$ cat config.mk
export PLATFORM = sky130hd
export DESIGN_NAME = seq_alu
export DESIGN_NICKNAME = d
export VERILOG_FILES = /design/src/rtl/seq_alu_pkg.sv /design/src/rtl/seq_alu_mul.sv /design/src/rtl/seq_alu.sv
export SDC_FILE = /design/constraint.sdc
export NUM_CORES = 1
export LEC_CHECK = 0
export BUFFER_PORTS_ARGS = -buffer_cell sky130_fd_sc_hd__buf_4
export CORE_MARGIN = 2
export CORE_UTILIZATION = 45
export CTS_BUF_LIST = sky130_fd_sc_hd__clkbuf_16
export DETAILED_ROUTE_END_ITERATION = 7
export HOLD_SLACK_MARGIN = 0.08
export PLACE_DENSITY = 0.78
export REMOVE_ABC_BUFFERS = 1
export SETUP_SLACK_MARGIN = 0.05
export SYNTH_ARGS = -nofsm -noshare
export SYNTH_HDL_FRONTEND = slang
export SYNTH_SLANG_ARGS = --single-unit
$ cat constraint.sdc
create_clock -name CLK -period 1.8 [get_ports CLK]
set_input_delay 0.36 -clock CLK [delete_from_list [all_inputs] [get_ports CLK]]
set_output_delay 0.36 -clock CLK [all_outputs]
set_load 0.05 [all_outputs]
$ cat src/rtl/seq_alu_pkg.sv
// Shared opcode encodings, FSM state type and flag vector for seq_alu.
package seq_alu_pkg;

    localparam logic [3:0] OP_TFR  = 4'h0;
    localparam logic [3:0] OP_INC  = 4'h1;
    localparam logic [3:0] OP_DEC  = 4'h2;
    localparam logic [3:0] OP_ADD  = 4'h3;
    localparam logic [3:0] OP_SUB  = 4'h4;
    localparam logic [3:0] OP_AND  = 4'h5;
    localparam logic [3:0] OP_OR   = 4'h6;
    localparam logic [3:0] OP_XOR  = 4'h7;
    localparam logic [3:0] OP_NOT  = 4'h8;
    localparam logic [3:0] OP_SHL  = 4'h9;
    localparam logic [3:0] OP_SHR  = 4'hA;
    localparam logic [3:0] OP_ASR  = 4'hB;
    localparam logic [3:0] OP_RLC  = 4'hC;
    localparam logic [3:0] OP_RRC  = 4'hD;
    localparam logic [3:0] OP_MULL = 4'hE;
    localparam logic [3:0] OP_MULH = 4'hF;

    typedef enum logic {
        IDLE = 1'b0,
        MUL  = 1'b1
    } state_e;

    typedef struct packed {
        logic c;
        logic z;
        logic s;
        logic v;
    } flags_t;

    function automatic logic is_mul_op(input logic [3:0] fsel);
        return (fsel == OP_MULL) || (fsel == OP_MULH);
    endfunction

endpackage

$ cat src/rtl/seq_alu_mul.sv
// Iterative shift-add unsigned multiplier, one partial product per cycle.
// Only built when ALU_MUL_EN is defined.
`ifdef ALU_MUL_EN
module seq_alu_mul
    import seq_alu_pkg::*;
#(
    parameter int WIDTH = 16
) (
    input  logic               clk,
    input  logic               rst_n,
    input  logic               start,
    input  logic [WIDTH-1:0]   a,
    input  logic [WIDTH-1:0]   b,
    output logic               done,
    output logic [2*WIDTH-1:0] product
);

    localparam int CW = $clog2(WIDTH) + 1;
    localparam logic [CW-1:0] LAST = CW'(WIDTH - 1);

    logic               busy_q, busy_d;
    logic [CW-1:0]      cnt_q, cnt_d;
    logic [2*WIDTH-1:0] prod_q, prod_d;
    logic [2*WIDTH-1:0] mcand_q, mcand_d;
    logic [WIDTH-1:0]   mplier_q, mplier_d;
    logic [2*WIDTH-1:0] prod_sum;

    always_comb begin
        prod_sum = prod_q + (mplier_q[0] ? mcand_q : '0);
        busy_d   = busy_q;
        cnt_d    = cnt_q;
        prod_d   = prod_q;
        mcand_d  = mcand_q;
        mplier_d = mplier_q;
        if (start) begin
            busy_d   = 1'b1;
            cnt_d    = '0;
            prod_d   = '0;
            mcand_d  = {{WIDTH{1'b0}}, a};
            mplier_d = b;
        end else if (busy_q) begin
            prod_d   = prod_sum;
            mcand_d  = mcand_q << 1;
            mplier_d = mplier_q >> 1;
            // Counter parks on the last iteration instead of wrapping.
            if (cnt_q == LAST) begin
                busy_d = 1'b0;
            end else begin
                cnt_d = cnt_q + 1'b1;
            end
        end
    end

    always_ff @(posedge clk or negedge rst_n) begin
        if (!rst_n) begin
            busy_q   <= 1'b0;
            cnt_q    <= '0;
            prod_q   <= '0;
            mcand_q  <= '0;
            mplier_q <= '0;
        end else begin
            busy_q   <= busy_d;
            cnt_q    <= cnt_d;
            prod_q   <= prod_d;
            mcand_q  <= mcand_d;
            mplier_q <= mplier_d;
        end
    end

    // The final partial sum is handed out combinationally so the caller can
    // register it on the same edge as the last iteration.
    assign done    = busy_q && (cnt_q == LAST);
    assign product = prod_sum;

endmodule
`endif

$ cat src/rtl/seq_alu.sv
// Registered ALU with valid/ready on both sides. Define ALU_MUL_EN to build
// the multi-cycle MULL/MULH path (seq_alu_mul); otherwise they return zero.
module seq_alu
    import seq_alu_pkg::*;
#(
    parameter int WIDTH = 16
) (
    input  logic             CLK,
    input  logic             RST_N,
    input  logic             IN_VALID,
    output logic             IN_READY,
    input  logic [WIDTH-1:0] ABUS,
    input  logic [WIDTH-1:0] BBUS,
    input  logic [3:0]       FSEL,
    input  logic             CIN,
    output logic             OUT_VALID,
    input  logic             OUT_READY,
    output logic [WIDTH-1:0] FOUT,
    output logic             C,
    output logic             Z,
    output logic             S,
    output logic             V
);

    logic             accept, retire, mul_accept;
    logic [WIDTH:0]   sum_ext, dif_ext, inc_ext, dec_ext;
    logic [WIDTH-1:0] alu_res;
    logic             alu_c, alu_v;
    flags_t           alu_flags;

    logic             out_valid_q, out_valid_d;
    logic [WIDTH-1:0] fout_q, fout_d;
    flags_t           flags_q, flags_d;

    assign accept = IN_VALID & IN_READY;
    assign retire = out_valid_q & OUT_READY;

    assign sum_ext = {1'b0, ABUS} + {1'b0, BBUS} + {{WIDTH{1'b0}}, CIN};
    assign dif_ext = {1'b0, ABUS} - {1'b0, BBUS} - {{WIDTH{1'b0}}, CIN};
    assign inc_ext = {1'b0, ABUS} + (WIDTH+1)'(1);
    assign dec_ext = {1'b0, ABUS} - (WIDTH+1)'(1);

    // Unlisted or unknown selects fall into default and produce a zero result.
    always_comb begin
        alu_res = '0;
        alu_c   = 1'b0;
        alu_v   = 1'b0;
        case (FSEL)
            OP_TFR: alu_res = ABUS;
            OP_INC: begin
                alu_res = inc_ext[WIDTH-1:0];
                alu_c   = inc_ext[WIDTH];
                alu_v   = ~ABUS[WIDTH-1] & alu_res[WIDTH-1];
            end
            OP_DEC: begin
                alu_res = dec_ext[WIDTH-1:0];
                alu_c   = dec_ext[WIDTH];
                alu_v   = ABUS[WIDTH-1] & ~alu_res[WIDTH-1];
            end
            OP_ADD: begin
                alu_res = sum_ext[WIDTH-1:0];
                alu_c   = sum_ext[WIDTH];
                alu_v   = (ABUS[WIDTH-1] == BBUS[WIDTH-1]) & (alu_res[WIDTH-1] != ABUS[WIDTH-1]);
            end
            OP_SUB: begin
                alu_res = dif_ext[WIDTH-1:0];
                alu_c   = dif_ext[WIDTH];
                alu_v   = (ABUS[WIDTH-1] != BBUS[WIDTH-1]) & (alu_res[WIDTH-1] != ABUS[WIDTH-1]);
            end
            OP_AND: alu_res = ABUS & BBUS;
            OP_OR:  alu_res = ABUS | BBUS;
            OP_XOR: alu_res = ABUS ^ BBUS;
            OP_NOT: alu_res = ~ABUS;
            OP_SHL: begin
                alu_res = {ABUS[WIDTH-2:0], 1'b0};
                alu_c   = ABUS[WIDTH-1];
                alu_v   = ABUS[WIDTH-1] ^ ABUS[WIDTH-2];
            end
            OP_SHR: begin
                alu_res = {1'b0, ABUS[WIDTH-1:1]};
                alu_c   = ABUS[0];
            end
            OP_ASR: begin
                alu_res = {ABUS[WIDTH-1], ABUS[WIDTH-1:1]};
                alu_c   = ABUS[0];
            end
            OP_RLC: begin
                alu_res = {ABUS[WIDTH-2:0], CIN};
                alu_c   = ABUS[WIDTH-1];
            end
            OP_RRC: begin
                alu_res = {CIN, ABUS[WIDTH-1:1]};
                alu_c   = ABUS[0];
            end
            default: alu_res = '0;
        endcase
        alu_flags.c = alu_c;
        alu_flags.z = (alu_res == '0);
        alu_flags.s = alu_res[WIDTH-1];
        alu_flags.v = alu_v;
    end

`ifdef ALU_MUL_EN
    state_e             state_q, state_d;
    logic               mulh_q, mulh_d;
    logic               mul_done;
    logic [2*WIDTH-1:0] mul_prod;
    logic [WIDTH-1:0]   mul_res;
    flags_t             mul_flags;

    assign mul_accept = accept & is_mul_op(FSEL);
    assign IN_READY   = (state_q == IDLE) & (~out_valid_q | OUT_READY);

    seq_alu_mul #(
        .WIDTH   (WIDTH)
    ) u_mul (
        .clk     (CLK),
        .rst_n   (RST_N),
        .start   (mul_accept),
        .a       (ABUS),
        .b       (BBUS),
        .done    (mul_done),
        .product (mul_prod)
    );

    always_comb begin
        mul_res     = mulh_q ? mul_prod[2*WIDTH-1:WIDTH] : mul_prod[WIDTH-1:0];
        mul_flags.c = ~mulh_q & (|mul_prod[2*WIDTH-1:WIDTH]);
        mul_flags.v = mul_flags.c;
        mul_flags.z = (mul_res == '0);
        mul_flags.s = mul_res[WIDTH-1];
    end
`else
    assign mul_accept = 1'b0;
    assign IN_READY   = ~out_valid_q | OUT_READY;
`endif

    always_comb begin
        out_valid_d = out_valid_q;
        fout_d      = fout_q;
        flags_d     = flags_q;
`ifdef ALU_MUL_EN
        state_d     = state_q;
        mulh_d      = mulh_q;
        if (mul_accept) begin
            state_d = MUL;
            mulh_d  = (FSEL == OP_MULH);
        end
        if (mul_done) begin
            state_d     = IDLE;
            out_valid_d = 1'b1;
            fout_d      = mul_res;
            flags_d     = mul_flags;
        end
`endif
        if (retire) begin
            out_valid_d = 1'b0;
        end
        // A same-cycle accept overrides the retire so results stream with no bubble.
        if (accept && !mul_accept) begin
            out_valid_d = 1'b1;
            fout_d      = alu_res;
            flags_d     = alu_flags;
        end
    end

    always_ff @(posedge CLK or negedge RST_N) begin
        if (!RST_N) begin
            out_valid_q <= 1'b0;
            fout_q      <= '0;
            flags_q     <= '0;
`ifdef ALU_MUL_EN
            state_q     <= IDLE;
            mulh_q      <= 1'b0;
`endif
        end else begin
            out_valid_q <= out_valid_d;
            fout_q      <= fout_d;
            flags_q     <= flags_d;
`ifdef ALU_MUL_EN
            state_q     <= state_d;
            mulh_q      <= mulh_d;
`endif
        end
    end

    assign OUT_VALID = out_valid_q;
    assign FOUT      = fout_q;
    assign C         = flags_q.c;
    assign Z         = flags_q.z;
    assign S         = flags_q.s;
    assign V         = flags_q.v;

endmodule
* After elaboration in Yosys (flattened, before gate mapping)
Cells that the tools add are included.
** Storage, ports and cells
- Register bits :: 21
- Bits of input ports :: 41
- Output and inout bits :: 22
- Logic and storage cells :: 54
** Operators by class
- Add/sub/neg operators :: 6
- Equality and inequality tests :: 17
- Mux-type cells :: 5
- Bitwise operators :: 15
- Reduce and logical (&&, ||, !) cells :: 5
** Operators with widths (count)
- $pmux 16 s14 :: 1
- $eq 4x4->1 const B :: 6
- $add 16x1->17 const B :: 1
- $add 16x16->17 :: 1
- $add 17x1->17 :: 1
- $sub 16x1->17 const B :: 1
- $sub 16x16->17 :: 1
- $sub 17x1->17 :: 1
- $and 16x16->16 :: 1
- $eq 4x3->1 const B :: 4
- $logic_not 16->1 :: 1
- $not 16->16 :: 1
- $or 16x16->16 :: 1
- $xor 16x16->16 :: 1
- $eq 4x2->1 const B :: 2
- $and 1x1->1 :: 6
- $pmux 1 s6 :: 1
- $pmux 1 s5 :: 1
- $eq 4x1->1 const B :: 1
- $logic_not 4->1 :: 1
- $ne 1x1->1 :: 3
- $not 1->1 :: 3
- $reduce_or 3->1 :: 1
- $mux 1 :: 2
- other kinds (5) :: 5

* Depth between registers and ports, before layout
Gate-level depths: netlist of the first run.
- Depth after elaboration :: 5
- Gate-level depth with buffers :: 14
- Mapped depth without buffers :: 13

* Worst setup path after synthesis of the first run
OpenSTA, ideal clock, no wires.
- Path type :: in2reg
- From :: in ABUS[6]
- To :: reg flags_q, in the netlist Z
- Setup time :: 0.067 ns
- Data arrival time :: 3.134 ns
- Required time :: 1.733 ns
- Slack :: -1.402 ns
- Cell stages on the path :: 13
- Path buffers :: 1
- Cells stage by stage :: clkbuf_1 inv_1 ha_1 ha_1 a211o_1 a21o_1 a22oi_1 nand2b_1 a21oi_1 xor2_1 o221ai_1 nor4_2 a32o_2
** Between the ends
- Cells in the longest elaborated chain, start to end :: 4
- Elaborated cells between the ends (all ways) :: 12
- Those cells by class :: add/sub: 6; mux: 1; bitwise: 4; reduce/logical: 1
** Ends and longest elaborated chain
- start, declared :: line seq_alu.sv:12 : input logic [WIDTH-1:0] ABUS,
- $sub 16x16->17 / $add 16x16->17 (equally long branches) :: line seq_alu.sv:39, seq_alu.sv:38
- $sub 17x1->17 / $add 17x1->17 (equally long branches) :: line seq_alu.sv:39, seq_alu.sv:38
- $pmux 16 s14 (*) :: line seq_alu.sv:48 : case (FSEL)
- $logic_not 16->1 (*) :: line seq_alu.sv:98 : alu_flags.z = (alu_res == '0);
- end signal, assigned :: line seq_alu.sv:179 : flags_q <= flags_d;
- end, declared :: line seq_alu.sv:33 : flags_t flags_q, flags_d;
Mark *: on every way between the ends. The rest lies on a longest branch, timed or not.
A chain may end at the register's enable or synchronous reset.

* Worst setup path after layout of the first run
- From :: in BBUS[0]
- To :: reg flags_q, in the netlist Z
** Between the ends
- Cells in the longest elaborated chain, start to end :: 4
- Elaborated cells between the ends (all ways) :: 9
- Those cells by class :: add/sub: 4; mux: 1; bitwise: 3; reduce/logical: 1
** Ends and longest elaborated chain
- start, declared :: line seq_alu.sv:13 : input logic [WIDTH-1:0] BBUS,
- $sub 16x16->17 / $add 16x16->17 (equally long branches) :: line seq_alu.sv:39, seq_alu.sv:38
- $sub 17x1->17 / $add 17x1->17 (equally long branches) :: line seq_alu.sv:39, seq_alu.sv:38
- $pmux 16 s14 (*) :: line seq_alu.sv:48
- $logic_not 16->1 (*) :: line seq_alu.sv:98
Marks and branches as above.

==> results of run 1 <==
[worst register-to-register path, cell delays in order (launching register included)]
cell,delay (ns)
dfrtp_1,0.38
nand2b_1,0.10
nand2_1,0.12
a2111oi_2,0.26
buf_4,0.18
nand4_1,0.15
nor3_2,0.20
nand3_2,0.15
nor4_4,0.26
a32o_2,0.20
[cells in the mapped netlist (all sizes together) (10+ instances only)]
cell type,instances,area [um2]
a21o,13,97.6
a21oi,39,195
a221oi,19,173
a22oi,11,82.6
buf,33,209
clkbuf,12,45.0
dfrtp,20,500
ha,68,851
inv,55,206
mux2i,12,120
nand2,56,215
nand3,18,90.1
nand4,10,68.8
nor2,42,160
nor2b,11,68.8
nor3,16,80.1
nor4,13,139
o21ai,36,180
xnor2,25,219
xor2,14,123
[kinds of logic after synthesis]
kind of cell               Yosys count  synth area share
AOI/OAI and AO/OA                  214             0.297
xor gates and xnor gates            39            0.0658
adders and majority gates           72             0.179
buffers and inverters              100            0.0887
DFF                                 20            0.0964
muxes                               21            0.0427
and+or+nand+nor                    215             0.230
[stage by stage]
stage	power (mW)	area (um2)	TNS, ns	util	std cells
after floorplan	1.95	4940	-14.46	-	636
after global placement	3.19	7480	-21.92	0.661	1090
after detailed placement	3.23	7480	-22.80	0.661	1090
after CTS	3.97	8070	-13.88	0.713	1103
after global routing	4.40	8270	-17.26	0.731	1109
final	4.21	8270	-15.58	0.731	1109
[registers in the layout, indices dropped and copies added (netlist names)]
signal     cells
OUT_VALID      1
C              1
FOUT          16
Z              1
V              1
[metal layers]
layer  global-route usage  vias to the layer above  routed length, um
li1                     -                     3107                  -
met1                0.433                     3215               8590
met2                0.572                      491              10300
met3               0.0593                      127               2370
met4                0.171                        0               1170
met5                    0                        -                  0
[layout make-up]
cell class | instances | share of cell area
tap | 143 | 0.0216
sequential | 20 | 0.0605
timing repair buffer | 327 | 0.305
clock buffer | 3 | 0.00908
multi-input combinational | 561 | 0.578
inverter | 55 | 0.0253
[power groups by stage]
stage / Clock (mW) / Combinational [mW] / Sequential [mW]
after detailed placement: 0 / 2.65 / 0.584
after global placement: 0 / 2.61 / 0.576
after floorplan: 0 / 1.07 / 0.875
after CTS: 0.444 / 2.95 / 0.577
after global routing: 0.458 / 3.36 / 0.587
final: 0.445 / 3.18 / 0.578
[final timing paths]
| path | depth (start not counted) | startpoint | end |
|---|---|---|---|
| max in group asynchronous | 2 | RST_N | FOUT[12] |
| min reg2reg | 2 | FOUT[1] | FOUT[1] |
| max reg2reg | 9 | OUT_VALID | Z |
| min | 3 | IN_VALID | FOUT[9] |
| max | 12 | BBUS[0] | Z |
| min in group asynchronous | 2 | RST_N | FOUT[0] |
[repair_timing]
| action | in CTS | in global routing |
|---|---|---|
| endpoints found under the hold margin | 20 | 0 |
| resized for setup | 85 | 26 |
| hold buffers | 1 | 0 |
| setup buffers | 10 | 7 |
| pin swaps | 50 | 25 |
| endpoints found under the setup margin | 19 | 19 |
==> out/results.ini, run 1 <==
[power]
switching_power_mw = 1.93
max-vdd-ir-drop_mv = 0.773
p_leak_nw = 3.91
pwr-share-seq = 0.137
p_int_mw = 2.27
comb_power_share = 0.757
swShare = 0.460
power.density_nw_per_um2 = 509
pwr-share-clk = 0.106

[clock_network]
cts_tree = done
clk_path_buf_depth = 2
clk_latency_ns = 0.25
clkSlewWorstSetupHoldPaths_ns = 0.05
clock-root-buffer = clkbuf_16
clkSinkCount = 20
htree_num_levels = 1
cts_inserted_buffers = 3

[placement]
dp_hpwl_um = 17000
portBuffers = 62
dpl_worst_slack_ns = -1.70
place_congestion = 1.03

[logic_synthesis]
ys_types = 87
synthCells = 681
synth_seq_cells = 20
synth-edff-count = 0
synth_area_per_cell_um2 = 7.62
ys_seq_area_frac = 0.0964
synth_area_um2 = 5190
yosysWarnings = 0
ys_async_sr_fraction = 1.00
synthFlopType = dfrtp_1

[layout]
final_layout_size_suffix_gt1_frac = 0.451
final_cell_mix = buf_4, ha_1, nand2_1
synthToLayoutAreaGrowth_pct = 59.3
antenna-diode-count = 0
final_common_cell = buf_4
multi_input_comb_area_um2 = 4780
register_area_um2 = 500
num-nets-final = 1081
fill_cells = 825

[die]
fp.dieH_um = 111
fp.dieW_um = 111
dieArea_um2 = 12400
core-area_um2 = 11300
io_pins = 63
fp-row-count = 39
initial_core_util = 0.459

[critical_path]
crit_chain = buf_8 > fa_2 > fa_2 > a211oi_4 > o21ai_2 > a31o_4 > a31o_4 > a31oi_1 > xnor2_1 > a221oi_2 > and2_1 > a32o_2
critical-path-max-stage-delay_ns = 0.40
r2r_slack_ns = -0.26
cp_max_fo = 3
path_buf_inv = 1
cpMaxStageDelayCell = fa_2
start_kind = primary input
cp_data_required_time_ns = 1.94
critical-path-top-delay-family = compound AO/OA/AOI/OAI gates
crit_type = primary input to flip-flop
end_kind = flip-flop
critical_path_arrival_ns = 3.11

[drt]
drt-initial-drc-count = 725
vias_per_cell = 6.26
vias = 6940
wl_um = 22400
dr.pass1.iters = 6
ant_nets = 0
drc = 0
routedWlPerCell_um = 20.2

[sta]
hold_ws_ns = 0.458
tightest_slew_ns = 0.703
fin_crit_ns = 2.97
worst_slack_ns = -1.17
setup_viol = 19
hold_viol = 0
slew_violations = 0
skew_ns = 0.00233
relSlewSlack = 0.525
min_period_over_period = 1.65
fmax_ghz = 0.337
rsz0062_at_grt = yes

[status]
failed_checks = negative setup slack
run_status = finished, violations left

[global_routing]
antenna_found_initial = 0
grt_usage = 0.345
grt_first_pass_wirelength_um = 34900
grt_max_degree = 29
grt_pass1_vias = 6794
grt_overflow = 0

[job]
cap_violations = 0

[worst_hold_path]
holdCritPathClass = primary input to flip-flop

Note: power is estimated with default switching activity, not from simulation.
==> inputs of run 2 (changes only) <==
--- a/config.mk
+++ b/config.mk
@@ -6,12 +6,14 @@
 export NUM_CORES = 1
 export LEC_CHECK = 0
 export BUFFER_PORTS_ARGS = -buffer_cell sky130_fd_sc_hd__buf_4
+export CELL_PAD_IN_SITES_DETAIL_PLACEMENT = 1
+export CELL_PAD_IN_SITES_GLOBAL_PLACEMENT = 1
 export CORE_MARGIN = 2
-export CORE_UTILIZATION = 45
+export CORE_UTILIZATION = 41
 export CTS_BUF_LIST = sky130_fd_sc_hd__clkbuf_16
 export DETAILED_ROUTE_END_ITERATION = 7
 export HOLD_SLACK_MARGIN = 0.08
-export PLACE_DENSITY = 0.78
+export PLACE_DENSITY = 0.91
 export REMOVE_ABC_BUFFERS = 1
 export SETUP_SLACK_MARGIN = 0.05
 export SYNTH_ARGS = -nofsm -noshare
==> run 2 against run 1 <==
Compared with the run above: the run now fails in 5_1_grt; synthesized cell count unchanged; synthesized area unchanged.
==> out/results.ini, run 2 <==
[die]
initial_core_util = 0.416  ; -0.0421
fp-row-count = 41  ; +5.1%
fp.dieH_um = 117  ; +4.6%
fp.dieW_um = 117  ; +4.6%
io_pins = 63  ; unchanged

[clock_network]
htree_num_levels = 1  ; unchanged
clkSinkCount = 20  ; unchanged
clk_path_buf_depth = 2  ; unchanged
clock-root-buffer = clkbuf_16
cts_inserted_buffers = 3  ; unchanged

[placement]
place_inst = 1126  ; +3.3%
dp_hpwl_um = 24800  ; +46%
portBuffers = 62  ; unchanged
placedInstanceArea_um2 = 7550  ; +0.85%
place_congestion = 1.12  ; +8.8%

[logic_synthesis]
synth-compound-area-share = 0.297  ; unchanged
yosys.area_share.simple = 0.230  ; unchanged
synth_area_um2 = 5190  ; unchanged
synth_top_area_share = 0.164  ; unchanged
synth_area_per_cell_um2 = 7.62  ; unchanged
yosysMostFrequentCell = ha_1
ys_async_sr_fraction = 1.00  ; unchanged
ys_types = 87  ; unchanged
ys_seq_area_frac = 0.0964  ; unchanged
synth_top_family_by_area = compound AO/OA/AOI/OAI gates
synth-edff-count = 0  ; unchanged
synth_fa_ha_area_frac = 0.179  ; unchanged
yosysWarnings = 0  ; unchanged
synth_area_leader_cell = ha_1
synth_seq_cells = 20  ; unchanged
synthFlopType = dfrtp_1
synthCells = 681  ; unchanged
synth-xor-area-share = 0.0658  ; unchanged
synth_area_leaders = ha_1, dfrtp_1, xnor2_1
muxShareOfSynthArea = 0.0427  ; unchanged
synth_commonest_cells = ha_1, inv_1, nand2_1

[global_routing]
grt_overflow = 44
grt_max_degree = 29
grt_first_pass_wirelength_um = 75600
grt_usage = 0.765
grt_pass1_vias = 10477

[status]
run_status = did not finish
error_line = [ERROR GRT-0116] Global routing finished with congestion. Check the congestion regions in the DRC Viewer.
stop_stage = 5_1_grt

==> run 2: timing repair <==
| item | CTS |
|---|---|
| setup endpoints to repair | 19 |
| pin swaps | 54 |
| buffers inserted | 16 |
| hold buffers | 1 |
| endpoints found under the hold margin | 20 |
| resized for setup | 112 |
==> run 2: cells by family after synthesis <==
| kind of cell | count (synthesis) |
|---|---|
| and+or+nand+nor | 215 |
| AOI/OAI and AO/OA | 214 |
| buffers and inverters | 100 |
| adders and majority gates | 72 |
| xor gates and xnor gates | 39 |
| muxes | 21 |
| DFF | 20 |
==> run 2: metal layers <==
metal / overflow / global-route usage
met1: 0 / 0.770
met5: 0 / 0.267
met4: 16 / 0.750
met3: 1 / 0.643
met2: 27 / 0.911
==> run 2: stage by stage <==
stage / TNS, ns / utilization / setup WS, ns / hold slack, ns
CTS: -16.45 / 0.668 / -1.25 / 0.459
detailed placement: -26.92 / 0.605 / -1.92 / 0.249
global placement: -22.44 / 0.605 / -1.62 / 0.242
floorplan: -14.46 / - / -1.31 / 0.0644
==> inputs of run 3 (changes only) <==
==> config.mk (replaced) <==
export PLATFORM = sky130hd
export DESIGN_NAME = seq_alu
export DESIGN_NICKNAME = d
export VERILOG_FILES = /design/src/rtl/seq_alu_pkg.sv /design/src/rtl/seq_alu_mul.sv /design/src/rtl/seq_alu.sv
export SDC_FILE = /design/constraint.sdc
export NUM_CORES = 1
export LEC_CHECK = 0
export BUFFER_PORTS_ARGS = -buffer_cell sky130_fd_sc_hd__buf_4
export CORE_MARGIN = 2
export CORE_UTILIZATION = 30
export DETAILED_ROUTE_END_ITERATION = 7
export PLACE_DENSITY_LB_ADDON = 0.15
export REMOVE_ABC_BUFFERS = 1
export SYNTH_ARGS = -nofsm -noshare
export SYNTH_HDL_FRONTEND = slang
export SYNTH_SLANG_ARGS = --single-unit
==> constraint.sdc (replaced) <==
create_clock -name CLK -period 2.34 [get_ports CLK]
set_input_delay 0.468 -clock CLK [delete_from_list [all_inputs] [get_ports CLK]]
set_output_delay 0.468 -clock CLK [all_outputs]
set_load 0.05 [all_outputs]
==> run 3 against run 2 <==
Compared with the run above: the flow now finishes, with violations (negative setup slack).
==> out/results.ini, run 3 (synthesis gave the netlist of run 1 again) <==
[critical_path]
ff2ff_path_depth = 9
crit-reg2reg-capture = Z
crit_type = primary input to flip-flop
cp_data_required_time_ns = 2.53
r2r_slack_ns = 0.33
r2r-start = OUT_VALID
critPathLaunch = BBUS[0]
critical_path_arrival_ns = 3.27
start_kind = primary input
end_kind = flip-flop
cp_max_fo = 3

[clock_network]
clkSlewWorstSetupHoldPaths_ns = 0.05
htree_num_levels = 1  ; unchanged
cts_inserted_buffers = 3  ; unchanged
clock-root-buffer = clkbuf_16
clkSinkCount = 20  ; unchanged
clk_path_buf_depth = 2  ; unchanged
clk_latency_ns = 0.25
cts_tree = done

[power]
max-vdd-ir-drop_mv = 0.405
power_mw = 3.20
p_leak_nw = 3.90
power.density_nw_per_um2 = 387

[global_routing]
grt_overflow = 0
grt_pass1_vias = 6583
grt_max_degree = 29
grt_usage = 0.247
use_met3 = 0.0296
grt_busiest_layer = met2
grt_first_pass_wirelength_um = 35700
grt.met2_usage = 0.419
antenna_found_initial = 0
use_met1 = 0.323

[drt]
wl_um = 23000
dr.pass1.iters = 7
ant_nets = 0
drc = 0
drt-initial-drc-count = 614
vias = 6548
vias_per_cell = 5.49
routedWlPerCell_um = 19.3

[layout]
synthToLayoutAreaGrowth_pct = 59.3
num-nets-final = 1082
fill_cells = 1689
largest_reg_flops = 16
final_common_cell = buf_4
final_cell_mix = buf_4, ha_1, nand2_1
final_util = 0.483
final_layout_size_suffix_gt1_frac = 0.448
antenna-diode-count = 0

[sta]
tightest_slew_ns = 0.733
worst_slack_ns = -0.740
skew_ns = 0.00268
slew_violations = 0
relSlewSlack = 0.510
setup_viol = 17
fin_crit_ns = 3.08
fmax_ghz = 0.325
min_period_over_period = 1.32
hold_viol = 0
rsz0062_at_grt = yes

[die]
core-area_um2 = 17100
initial_core_util = 0.303  ; -0.113
io_pins = 63  ; unchanged
fp.dieW_um = 136  ; +16%
fp-row-count = 48  ; +17%
dieArea_um2 = 18400
fp.dieH_um = 136  ; +16%

[status]
run_status = finished, violations left
failed_checks = negative setup slack

[placement]
portBuffers = 62  ; unchanged
dpl_worst_slack_ns = -1.33  ; +0.597 ns
place_congestion = 0.978  ; -13%
dp_hpwl_um = 18900  ; -24%

[job]
cap_violations = 0

[worst_hold_path]
holdCritPathClass = primary input to async pin

[run 3: routing by layer]
metal / vias up / routed length (um)
met5: - / 0
met4: 0 / 802
met3: 57 / 1520
met2: 263 / 10700
met1: 3121 / 9950
li1: 3107 / -
[run 3: cell type report]
class | count | area, um2 | area share
timing repair buffer | 328 | 2520 | 0.304
multi-input combinational | 561 | 4670 | 0.565
tap | 225 | 282 | 0.0340
clock buffer | 4 | 88.8 | 0.0107
sequential | 20 | 500 | 0.0605
inverter | 55 | 209 | 0.0253
[run 3: timing repair]
action                     CTS  global route
pin swaps                   41            34
resized for setup           75            30
setup endpoints to repair   18            18
setup buffers               15             5
hold buffers                 0             0
[run 3: where the power goes]
group | switching, mW | total [mW] | internal (mW)
Clock | 0.120 | 0.380 | 0.260
Sequential | 0.0338 | 0.441 | 0.407
Combinational | 1.30 | 2.38 | 1.08
[run 3: how the worst max path moves through the flow]
stage | end | slack, ns | depth (start not counted)
2_1_floorplan | Z | -0.88 | 11
3_3_place_gp | Z | -1.29 | 16
3_5_place_dp | Z | -1.33 | 12
4_1_cts | Z | -0.76 | 12
5_1_grt | Z | -0.84 | 15
6_report | Z | -0.74 | 12
[run 3: metrics by stage]
step                      cell area, um2  hold WS, ns  TNS, ns  std cells
after floorplan                     4940        0.172    -6.20        636
after global placement              7560        0.355   -14.74       1172
after detailed placement            7560        0.357   -15.34       1172
after CTS                           8090       0.0895    -6.42       1188
after global routing                8270       0.0992    -8.90       1193
final                               8270       0.0849    -7.31       1193
[run 3: worst max-delay path, cell delays in order]
cell and delay [ns]:
buf_8 0.10, fa_2 0.40, fa_2 0.40, a211oi_2 0.26, o21ai_2 0.14, a31o_2 0.26, buf_4 0.13, xor2_1 0.14
a221oi_2 0.31, nand2_1 0.15, nor4_4 0.30, a32o_2 0.21
==> inputs of run 4 (changes only) <==
--- a/config.mk
+++ b/config.mk
@@ -14,3 +14,4 @@
 export SYNTH_ARGS = -nofsm -noshare
 export SYNTH_HDL_FRONTEND = slang
 export SYNTH_SLANG_ARGS = --single-unit
+export TNS_END_PERCENT = 10
==> constraint.sdc (replaced) <==
create_clock -name CLK -period 3.4 [get_ports CLK]
set_input_delay 0.68 -clock CLK [delete_from_list [all_inputs] [get_ports CLK]]
set_output_delay 0.68 -clock CLK [all_outputs]
set_load 0.05 [all_outputs]
==> run 4 against run 3 <==
Compared with the run above: final cell count decreased by 8.9%; largest power group unchanged; utilization decreased by 6.1 points; largest cell class unchanged; sequential share of layout area increased by 0.87 points; combinational power decreased by 40%; non-clock buffer count decreased by 106; wire length decreased by 4.7%; the flow now finishes without violations; total power decreased by 38%; global-route usage decreased by 0.93 points; sequential power decreased by 31%; register-to-register slack improved by 0.78 ns; worst setup slack improved by 0.83 ns; clock-buffer cell count unchanged.
==> out/results.ini, run 4 (synthesis gave the netlist of run 1 again) <==
[critical_path]
crit-reg2reg-capture = Z
r2r_slack_ns = 1.11  ; +0.78 ns
end_kind = flip-flop
cp_max_fo = 3  ; unchanged
cp_data_required_time_ns = 3.60  ; +1.07 ns
critical_path_arrival_ns = 3.51  ; +0.24 ns
start_kind = primary input
ff2ff_path_depth = 8  ; -1
crit_type = primary input to flip-flop
r2r-start = OUT_VALID

[power]
max-vdd-ir-drop_mv = 0.362  ; -11%
comb_power_share = 0.716  ; -0.027
p_int_mw = 1.08  ; -39%
swShare = 0.462  ; +0.00907
power.density_nw_per_um2 = 277  ; -28%
pwr-share-seq = 0.151  ; +0.013
p_leak_nw = 3.33  ; -14%
power_mw = 2.00  ; -38%
pwr-share-clk = 0.133  ; +0.014
switching_power_mw = 0.924  ; -36%

[die]
io_pins = 63  ; unchanged
dieArea_um2 = 18400  ; unchanged
fp.dieH_um = 136  ; unchanged
fp-row-count = 48  ; unchanged
initial_core_util = 0.303  ; unchanged
fp.dieW_um = 136  ; unchanged
core-area_um2 = 17100  ; unchanged

[layout]
num-nets-final = 976  ; -9.8%
largest_reg_flops = 16  ; unchanged
fill_cells = 1789  ; +5.9%
final_util = 0.422  ; -0.0610
antenna-diode-count = 0  ; unchanged
final_cell_mix = buf_4, ha_1, nand2_1
final_layout_size_suffix_gt1_frac = 0.341  ; -0.107
synthToLayoutAreaGrowth_pct = 39.2
final_common_cell = buf_4

[sta]
skew_ns = 0.00364  ; +0.000962 ns
fin_crit_ns = 3.31
slew_violations = 0  ; unchanged
tightest_slew_ns = 1.13  ; +0.396 ns
tns_ns = 0  ; +7.31 ns
min_period_over_period = 0.973
rsz0062_at_grt = yes
fmax_ghz = 0.302
hold_viol = 0  ; unchanged
setup_viol = 0  ; -17
relSlewSlack = 0.240  ; -0.270

[clock_network]
cts_inserted_buffers = 3  ; unchanged
cts_tree = done
clk_latency_ns = 0.26  ; about the same
htree_num_levels = 1  ; unchanged
clkSinkCount = 20  ; unchanged
clk_path_buf_depth = 2  ; unchanged
clkSlewWorstSetupHoldPaths_ns = 0.05  ; about the same
cts_hold_buf = 0  ; unchanged
clock-root-buffer = clkbuf_16

[global_routing]
grt_overflow = 0  ; unchanged
grt_max_degree = 24  ; -17%
grt_first_pass_wirelength_um = 34100  ; -4.5%
grt_usage = 0.238  ; -0.00928
antenna_found_initial = 1  ; +1
grt_pass1_vias = 6021  ; -8.5%

[drt]
drc = 0  ; unchanged
drt-initial-drc-count = 471  ; -23%
dr.pass1.iters = 5  ; -2
wl_um = 21900  ; -4.7%
routedWlPerCell_um = 20.2  ; +4.6%
ant_nets = 0  ; unchanged
vias = 6117  ; -6.6%
vias_per_cell = 5.63  ; +2.5%

[placement]
portBuffers = 62  ; unchanged
dp_hpwl_um = 18100  ; -4.3%
place_congestion = 0.939  ; -4.0%

[status]
run_status = finished clean

[worst_hold_path]
holdCritPathClass = primary input to async pin

[job]
cap_violations = 0  ; unchanged

-- run 4: worst max-delay path: stages --
cell,delay (ns)
buf_8,0.10
fa_2,0.40
fa_2,0.37
buf_6,0.13
a21o_1,0.15
a21oi_2,0.12
xor2_1,0.15
o22ai_1,0.11
or3b_4,0.42
a211oi_2,0.20
nand3_2,0.17
nor4_4,0.28
a32o_2,0.22
-- run 4: power groups by stage --
stage | clock network, mW | logic (mW) | registers, mW
6_report | 0.266 | 1.43 | 0.303
5_1_grt | 0.289 | 1.54 | 0.308
4_1_cts | 0.276 | 1.38 | 0.304
3_5_place_dp | 0 | 1.33 | 0.308
3_3_place_gp | 0 | 1.33 | 0.306
2_1_floorplan | 0 | 0.567 | 0.463
-- run 4: cell type report --
type | count | area, um2 | share of cell area
sequential | 20 | 500 | 0.0693
clock buffer | 4 | 88.8 | 0.0123
tap | 225 | 282 | 0.0390
multi-input combinational | 561 | 4430 | 0.613
timing repair buffer | 222 | 1720 | 0.238
inverter | 55 | 206 | 0.0286
-- run 4: repair_timing --
action / 4_1_cts / 5_1_grt
gates resized for setup: 22 / 22
endpoints found under the setup margin: 2 / 5
buffers inserted: 6 / 4
pin swaps: 14 / 21
-- run 4: stage by stage --
stage	instance area, um2	setup WS, ns	std cells	hold slack [ns]
after CTS	7110	0.00446	1084	0.295
after global placement	6870	-0.387	1075	0.466
after detailed placement	6870	-0.537	1075	0.474
after global routing	7230	-0.0446	1087	0.309
after floorplan	4940	-0.0297	636	0.384
final	7230	0.0910	1087	0.291
-- run 4: per-layer routing --
| metal | GRT usage | part of all wire | vias up |
|---|---|---|---|
| met4 | 0.0700 | 0.028 | 0 |
| li1 | - | - | 2901 |
| met3 | 0.0273 | 0.063 | 41 |
| met5 | 0 | 0 | - |
| met1 | 0.319 | 0.45 | 2924 |
| met2 | 0.402 | 0.46 | 251 |
-- run 4: how the worst max path moves through the flow --
stage | slack [ns] | depth (start not counted) | to | startpoint
final | 0.09 | 13 | Z | BBUS[0]
after global routing | -0.04 | 13 | Z | BBUS[0]
after CTS | 0.004 | 15 | Z | CIN
after detailed placement | -0.54 | 12 | Z | CIN
after global placement | -0.39 | 12 | Z | CIN
after floorplan | -0.03 | 11 | Z | CIN
